**src/rtl/midi_pkg.sv**
```systemverilog
// midi_pkg: shared status nibbles, FSM state types and bit-timing helper for the MIDI note transmitter
package midi_pkg;
  localparam logic [3:0] MIDI_NOTE_OFF = 4'h8;
  localparam logic [3:0] MIDI_NOTE_ON = 4'h9;
  typedef enum logic [1:0] {IDLE, SEND_STATUS, SEND_NOTE, SEND_VEL} msg_state_t;
  typedef enum logic [1:0] {TX_IDLE, TX_START, TX_DATA, TX_STOP} byte_state_t;
  function automatic int clks_per_bit(input int clock_freq, input int baud_rate);
    return clock_freq / baud_rate;
  endfunction
endpackage

```
**src/rtl/uart_tx_byte.sv**
```systemverilog
// uart_tx_byte: 8N1 serializer, one byte per tx_valid/tx_ready handshake (ready in IDLE and on the last stop-bit cycle), idle-high tx
module uart_tx_byte
  import midi_pkg::*;
#(
  parameter int CLKS_PER_BIT = 10416
) (
  input  logic       clk,
  input  logic       reset,
  input  logic       tx_valid,
  output logic       tx_ready,
  input  logic [7:0] tx_data,
  output logic       tx
);
  localparam int CW = CLKS_PER_BIT > 1 ? $clog2(CLKS_PER_BIT) : 1;
  localparam logic [CW-1:0] LAST = CW'(CLKS_PER_BIT - 1);
  byte_state_t r_state, w_next;
  logic [CW-1:0] r_cnt;
  logic [2:0] r_idx, w_idx_next;
  logic [7:0] r_data;
  logic r_tx, w_tx, w_bit_end, w_load;
  assign w_bit_end = r_cnt == LAST;
  assign tx_ready = r_state == TX_IDLE || (r_state == TX_STOP && w_bit_end);
  assign w_load = tx_valid && tx_ready;
  assign tx = r_tx;
  always_comb begin
    w_next = r_state;
    case (r_state)
      TX_IDLE:  w_next = w_load ? TX_START : TX_IDLE;
      TX_START: w_next = w_bit_end ? TX_DATA : TX_START;
      TX_DATA:  w_next = (w_bit_end && r_idx == 3'd7) ? TX_STOP : TX_DATA;
      TX_STOP:  w_next = w_bit_end ? (w_load ? TX_START : TX_IDLE) : TX_STOP;
      default:  w_next = TX_IDLE;
    endcase
    w_idx_next = (r_state == TX_DATA && w_bit_end) ? r_idx + 3'd1 : r_idx;
    w_tx = w_next == TX_START ? 1'b0 : w_next == TX_DATA ? r_data[w_idx_next] : 1'b1;
  end
  always_ff @(posedge clk) begin
    if (reset) begin
      r_state <= TX_IDLE;
      r_cnt   <= '0;
      r_idx   <= '0;
      r_data  <= '0;
      r_tx    <= 1'b1;
    end else begin
      r_state <= w_next;
      r_cnt   <= (r_state == TX_IDLE || w_bit_end) ? '0 : r_cnt + 1'b1;
      r_idx   <= w_idx_next;
      r_tx    <= w_tx;
      if (w_load) r_data <= tx_data;
    end
  end
endmodule

```
**src/rtl/midi_note_tx.sv**
```systemverilog
// midi_note_tx: accepts note on/off commands (cmd_*), sequences status/note/velocity bytes with optional running status onto uart_tx; busy while a message is in flight
module midi_note_tx
  import midi_pkg::*;
#(
  parameter int CLOCK_FREQ     = 100_000_000,
  parameter int BAUD_RATE      = 9600,
  parameter int RUNNING_STATUS = 0
) (
  input  logic       clk,
  input  logic       reset,
  input  logic       cmd_valid,
  output logic       cmd_ready,
  input  logic       cmd_note_on,
  input  logic [3:0] cmd_channel,
  input  logic [6:0] cmd_note,
  input  logic [6:0] cmd_velocity,
  output logic       uart_tx,
  output logic       busy
);
  localparam int CLKS_PER_BIT = clks_per_bit(CLOCK_FREQ, BAUD_RATE);
  msg_state_t r_state, w_next, w_succ, w_byte_sel;
  logic r_sent, r_last_vld;
  logic [7:0] r_status, r_last, w_status, w_tx_data;
  logic [6:0] r_note, r_vel;
  logic w_accept, w_skip, w_tx_valid, w_tx_ready, w_hs, w_status_done;
  assign w_status = {cmd_note_on ? MIDI_NOTE_ON : MIDI_NOTE_OFF, cmd_channel};
  assign cmd_ready = r_state == IDLE && !reset;
  assign busy = r_state != IDLE;
  assign w_accept = cmd_valid && cmd_ready;
  assign w_skip = RUNNING_STATUS != 0 && r_last_vld && w_status == r_last;
  // r_sent: the current state's byte is already in the serializer, so the
  // next handshake (at its stop-bit end) hands over the following byte
  assign w_tx_valid = r_state != IDLE && (!r_sent || r_state != SEND_VEL);
  assign w_hs = w_tx_valid && w_tx_ready;
  assign w_status_done = r_state == SEND_STATUS && r_sent && w_tx_ready;
  always_comb begin
    w_succ = r_state == SEND_STATUS ? SEND_NOTE : r_state == SEND_NOTE ? SEND_VEL : IDLE;
    w_byte_sel = r_sent ? w_succ : r_state;
    w_next = r_state == IDLE ? (w_accept ? (w_skip ? SEND_NOTE : SEND_STATUS) : IDLE)
           : (r_sent && w_tx_ready) ? w_succ : r_state;
    w_tx_data = w_byte_sel == SEND_STATUS ? r_status
              : w_byte_sel == SEND_NOTE ? {1'b0, r_note} : {1'b0, r_vel};
  end
  always_ff @(posedge clk) begin
    if (reset) begin
      r_state    <= IDLE;
      r_sent     <= 1'b0;
      r_status   <= '0;
      r_note     <= '0;
      r_vel      <= '0;
      r_last     <= '0;
      r_last_vld <= 1'b0;
    end else begin
      r_state <= w_next;
      r_sent  <= r_state != IDLE && (r_sent || w_hs);
      if (w_accept) begin
        r_status <= w_status;
        r_note   <= cmd_note;
        r_vel    <= cmd_velocity;
      end
      if (w_status_done) begin
        r_last     <= r_status;
        r_last_vld <= 1'b1;
      end
    end
  end
  uart_tx_byte #(.CLKS_PER_BIT(CLKS_PER_BIT)) u_byte (
    .clk     (clk),
    .reset   (reset),
    .tx_valid(w_tx_valid),
    .tx_ready(w_tx_ready),
    .tx_data (w_tx_data),
    .tx      (uart_tx)
  );
endmodule

```
**config.mk**
```make
export PLATFORM = sky130hd
export DESIGN_NAME = midi_note_tx
export DESIGN_NICKNAME = d
export VERILOG_FILES = /design/src/rtl/midi_pkg.sv /design/src/rtl/uart_tx_byte.sv /design/src/rtl/midi_note_tx.sv
export SDC_FILE = /design/constraint.sdc
export NUM_CORES = 1
export LEC_CHECK = 0
export ABC_AREA = 1
export CORE_AREA = 2 2 71 73
export DETAILED_ROUTE_END_ITERATION = 7
export DIE_AREA = 0 0 73 75
export GPL_TIMING_DRIVEN = 0
export PLACE_DENSITY = 0.83
export REMOVE_ABC_BUFFERS = 1
export SYNTH_ARGS = -nofsm -noshare
export SYNTH_HDL_FRONTEND = slang
export SYNTH_SLANG_ARGS = --single-unit
```
**constraint.sdc**
```tcl
create_clock -name clk -period 2.2 [get_ports clk]
set_input_delay 0.33 -clock clk [delete_from_list [all_inputs] [get_ports clk]]
set_output_delay 0.33 -clock clk [all_outputs]
set_load 0.05 [all_outputs]
```
Yosys cells after proc, flatten, opt, wreduce, memory -nomap -nowiden
Index checks and enable logic that the tools add are counted.

operators by class
  add/subtract/negate cells = 2
  $lt $le $gt $ge = 1
  eq/ne operators = 12
  multiplexer cells = 19
  reductions and logical operators = 20

operator list
  operator                                                                      number
  14-bit by 1-bit adder with 14-bit output, second input constant               1
  14-bit == test, second input constant                                         1
  2-bit two-way mux                                                             7
  2-bit == test, second input constant                                          5
  1-bit logical AND                                                             9
  2-bit by 1-bit == test with 1-bit output, second input constant               4
  8-bit two-way mux                                                             1
  2-bit case mux with 4 select lines                                            1
  1-bit two-way mux                                                             7
  7-bit two-way mux                                                             1
  2-bit zero test                                                               2
  1-bit logical OR                                                              4
  3-bit by 4-bit less-than comparator with 1-bit output, second input constant  1
  2-bit nonzero test                                                            2
  3-bit by 1-bit adder with 3-bit output, second input constant                 1
  1-bit binary-select mux with 3-bit select                                     1
  3-bit == test, second input constant                                          1
  3-bit two-way mux                                                             1
  1-bit zero test                                                               2
  2-bit != test, second input constant                                          1
  2-bit OR reduction                                                            1

word-level totals
  bits in registers = 53
  input bits = 22
  output and inout bits = 3
  word-level logic and storage cells = 64

Logic depth before layout (Yosys ltp)
  depth in word-level cells = 10
  gate-level depth with buffers = 15
  gate-level depth less buffers = 15

By module
Synthesis repeated with hierarchy kept, for this count alone.

second synthesis, totals
  cells, all modules = 364
  area, all modules = 2731.4 sq um

by module, submodules not included
  module        instances  cells each  area each (sq um)  seq. area each (sq um)
  uart_tx_byte  1          196         1486.4             560.5
  midi_note_tx  1          168         1244.9             460.4

Worst setup path after synthesis
No wires, ideal clock.

  kind = reg-to-reg
  start = reg r_state[0]
  end = reg r_note[0]
  library setup time = 0.114 ns
  data arrival time = 2.222 ns
  data required time = 2.086 ns
  setup slack = -0.135 ns
  stages on the path, launching flop included = 10
  buffers on the path = 2
  period minus slack after synthesis = 2.335 ns
  cell sequence = dfxtp_1 > inv_1 > ha_1 > inv_1 > nor2_1 > nand2_1 > clkbuf_1 > buf_2 > nand3_1 > nand2_1

on the way
  longest elaborated chain between the ends = 3

RTL lines
  item                      RTL line            RTL
  start: declaration        midi_note_tx.sv:21  msg_state_t r_state, w_next, w_succ, w_byte_sel;
  start signal: assignment  midi_note_tx.sv:54  r_state <= w_next;
  2-bit zero test           midi_note_tx.sv:27  assign cmd_ready = r_state == IDLE && !reset;
  1-bit logical AND         midi_note_tx.sv:27
  net cmd_ready             midi_note_tx.sv:12  output logic cmd_ready,
  1-bit logical AND         midi_note_tx.sv:29  assign w_accept = cmd_valid && cmd_ready;
  end signal: assignment    midi_note_tx.sv:58  r_note <= cmd_note;
  end: declaration          midi_note_tx.sv:24  logic [6:0] r_note, r_vel;

The timed path passes the listed nets, and every way through them passes these cells.
A chain may end at the register's enable or synchronous reset.

Final worst setup path
  start = in reset
  end = reg u_byte.r_cnt[12]

on the way
  longest elaborated chain between the ends = 1

RTL lines
  item                          RTL line            RTL
  start: declaration            midi_note_tx.sv:10  input logic reset,
  2-bit OR reduction (no line)  -
  end signal: assignment        uart_tx_byte.sv:46  r_cnt <= (r_state == TX_IDLE || w_bit_end) ? '0 : r_cnt + 1'b1;
  end: declaration              uart_tx_byte.sv:17  logic [CW-1:0] r_cnt;

Every way passes these cells.

==> flow_summary.toml <==
[sta]
finalSetupViolations = 0
fin_ws_ps = 183.6
skew_ps = 5.369
rsz0062_at_grt = "no"
worst_pin_slew_ps = 512.5
hold_violations = 0
period_share = 0.9166
finalSetupTns_ps = 0
period_needed_ps = 2016
fmax_mhz = 495.9
drv_slew = 0
maxSlewHeadroom = 0.6576
holdWs_ps = 450.1

[layout]
drive_gt1_frac = 0.1345
area_growth_pct = 12.38
nets = 386
fill_cells = 418
diodes = 0

[yosys]
ys_ff_latch = 51
yosysSeqAreaShare = 0.4008
ys_warn_count = 0
synth-edff-count = 0
yosys.area.top_type = "dfxtp_1"
syn_area_sq_um = 2547
ys_top_cells_by_area = "dfxtp_1 (40%), nand2_1 (10%), nand3_1 (6.5%)"
syn_inst = 338
synth_flop_cell = "dfxtp_1"
yosysTopAreaCellShare = 0.4008
synth_common_cells = "nand2_1 (68), dfxtp_1 (51), inv_1 (35)"
syn_avg_cell_area_sq_um = 7.537
post-synth-top-count-cell = "nand2_1"
async_flop_share = 0
synth.distinct_cells = 40

[critical_path]
worstPathRequired_ps = 2400
ff2ff_setup_slack_ps = 310
cp_cell_sequence = "clkdlybuf4s50_1 -> clkinvlp_4 -> nand2_2 -> o21bai_1 -> a21oi_1"
end_kind = "flip-flop"
startpoint_type = "primary input"
worst_r2r_endpoint = "u_byte.r_data[1]"
worst-r2r-cell-count = 9
crit-reg2reg-launch = "r_state[1]"
path_max_fanout = 32
path_class = "primary input to flip-flop"
cpPeakStageDelay_ps = 680
cp.arrival_ps = 2210
crit_slowest_cell = "clkdlybuf4s50_1"

[floorplanning]
core-area_sq_um = 4661
num_io_pins = 25
die_height_um = 75
initial_core_util = 0.5466
dieArea_sq_um = 5475
fp-row-count = 25
die_w_um = 73

[power_and_ir_drop]
p_leak_uw = 0.001216
power_density_nw_per_um2 = 966.0
irDropWorstVdd_v = 0.0004792

[status]
outcome = "finished clean"

[clocking]
cts_buffers = 5
clock_sinks = 51
cts-htree-levels = 2
clk_pin_slew_ps = 80
cts_tree = "done"
cts_buffer_depth = 2
post-cts-setup-buffer-count = 0
clock_latency_ps = 300
cts-root-buf = "clkbuf_8"

[run]
max_cap_viol_count = 0

[route]
drc = 0
wl_per_cell_um = 10.70
vias = 2089
dr.pass1.iters = 4
vias_per_cell = 5.083
drt_iter0_drc = 44
ant_nets = 0
wl_um = 4399

[worst_hold_path]
hold_class = "flip-flop to flip-flop"
hold_path.startpoint = "r_vel[5]"
hold_end = "r_vel[5]"
holdPathStages = 2

[grt]
gr-total-overflow = 0
grt_pass1_vias = 1952
antenna_found_initial = 0
grt_max_degree = 33
grt.total_usage = 0.1826
grt_pass1_wl_um = 7893

[place]
pre_cts_ws_ps = -269.0
place_congestion = 0.8527
dp_hpwl_um = 3333
port_buffers = 24
layer usage:
| metal | vias up | track usage | part of all wire |
|---|---|---|---|
| li1 | 1131 | - | - |
| met1 | 923 | 0.2112 | 0.45 |
| met2 | 30 | 0.3243 | 0.50 |
| met3 | 5 | 0.04819 | 0.033 |
| met4 | 0 | 0.06790 | 0.014 |
| met5 | - | 0 | 0 |
layout by cell type, fill, tap and decap left out, drive strengths merged:
master and n:
a211oi 2, nor3 2, nand4 3, nand3 36
nand3b 1, o21bai 1, a31oi 1, nand2 75
a21oi 31, ha 6, nor3b 3, or2 2
dlygate4sd2 1, dfxtp 51, clkinv 1, nor2 36
o21ai 30, o21a 2, xor2 2, clkinvlp 1
clkbuf 7, xnor2 1, clkdlybuf4s50 22, inv 39
o211ai 1
repair_timing:
action | 4_1_cts | 5_1_grt
resized for setup | 3 | 4
hold buffers | 0 | 0
hold endpoints to repair | 0 | 0
pin swaps | 0 | 0
endpoints found under the setup margin | 14 | 10
worst max-delay path, delay by kind of cell:
kind            cells  cell delay, ps
compound gates      2             220
buf+inv             2            1220
simple gates        1             440
cells by family (layout without fill, tap and decap cells):
kind of cell,after synthesis,in the layout,synth area share
buf+inv,52,71,0.08890
flops,51,51,0.4008
simple gates,158,158,0.3148
compound gates,68,68,0.1557
xor+xnor,3,3,0.01032
fa+ha+maj,6,6,0.02947
registers in the layout, indices dropped and copies added (netlist names):
register,cells
r_sent,1
r_vel,7
u_byte.tx,1
u_byte.r_state,2
u_byte.r_cnt,14
u_byte.r_data,8
r_status,6
r_note,7
r_state,2
u_byte.r_idx,3
per-stage QoR:
step	total power, uW	std cells	instance area, sq um	util
after floorplan	2049	327	2480	-
after global placement	2277	405	2788	0.5981
after detailed placement	2318	405	2788	0.5981
after CTS	2800	411	2860	0.6137
after global routing	3003	411	2863	0.6142
final	2765	411	2863	0.6142
area by class of cell:
type	count	area, sq um	share of cell area
multi-input cells	235	1305	0.4559
flip-flops and latches	51	1021	0.3566
repair buffers	24	234.0	0.08173
inverters	41	162.7	0.05682
clock buffers	6	72.57	0.02535
well taps	54	67.56	0.02360
worst max-delay path by stage:
stage                     depth (start not counted)          endpoint  slack, ps        from
after floorplan                                   8         r_note[0]       -610  r_state[0]
after global placement                            6       r_status[2]       -240       reset
after detailed placement                          5  u_byte.r_cnt[12]       -270       reset
after CTS                                         5  u_byte.r_cnt[12]         40       reset
after global routing                              5  u_byte.r_cnt[12]         40       reset
final                                             5  u_byte.r_cnt[12]        180       reset
power by group:
part | internal [uW] | switching [uW] | leakage [uW]
Sequential | 1120 | 112 | 0.000417
Combinational | 363 | 688 | 0.000762
Clock | 212 | 272 | 0.0000371
Total | 1690 | 1070 | 0.00122
No activity file was read; power rests on OpenSTA's default activity.
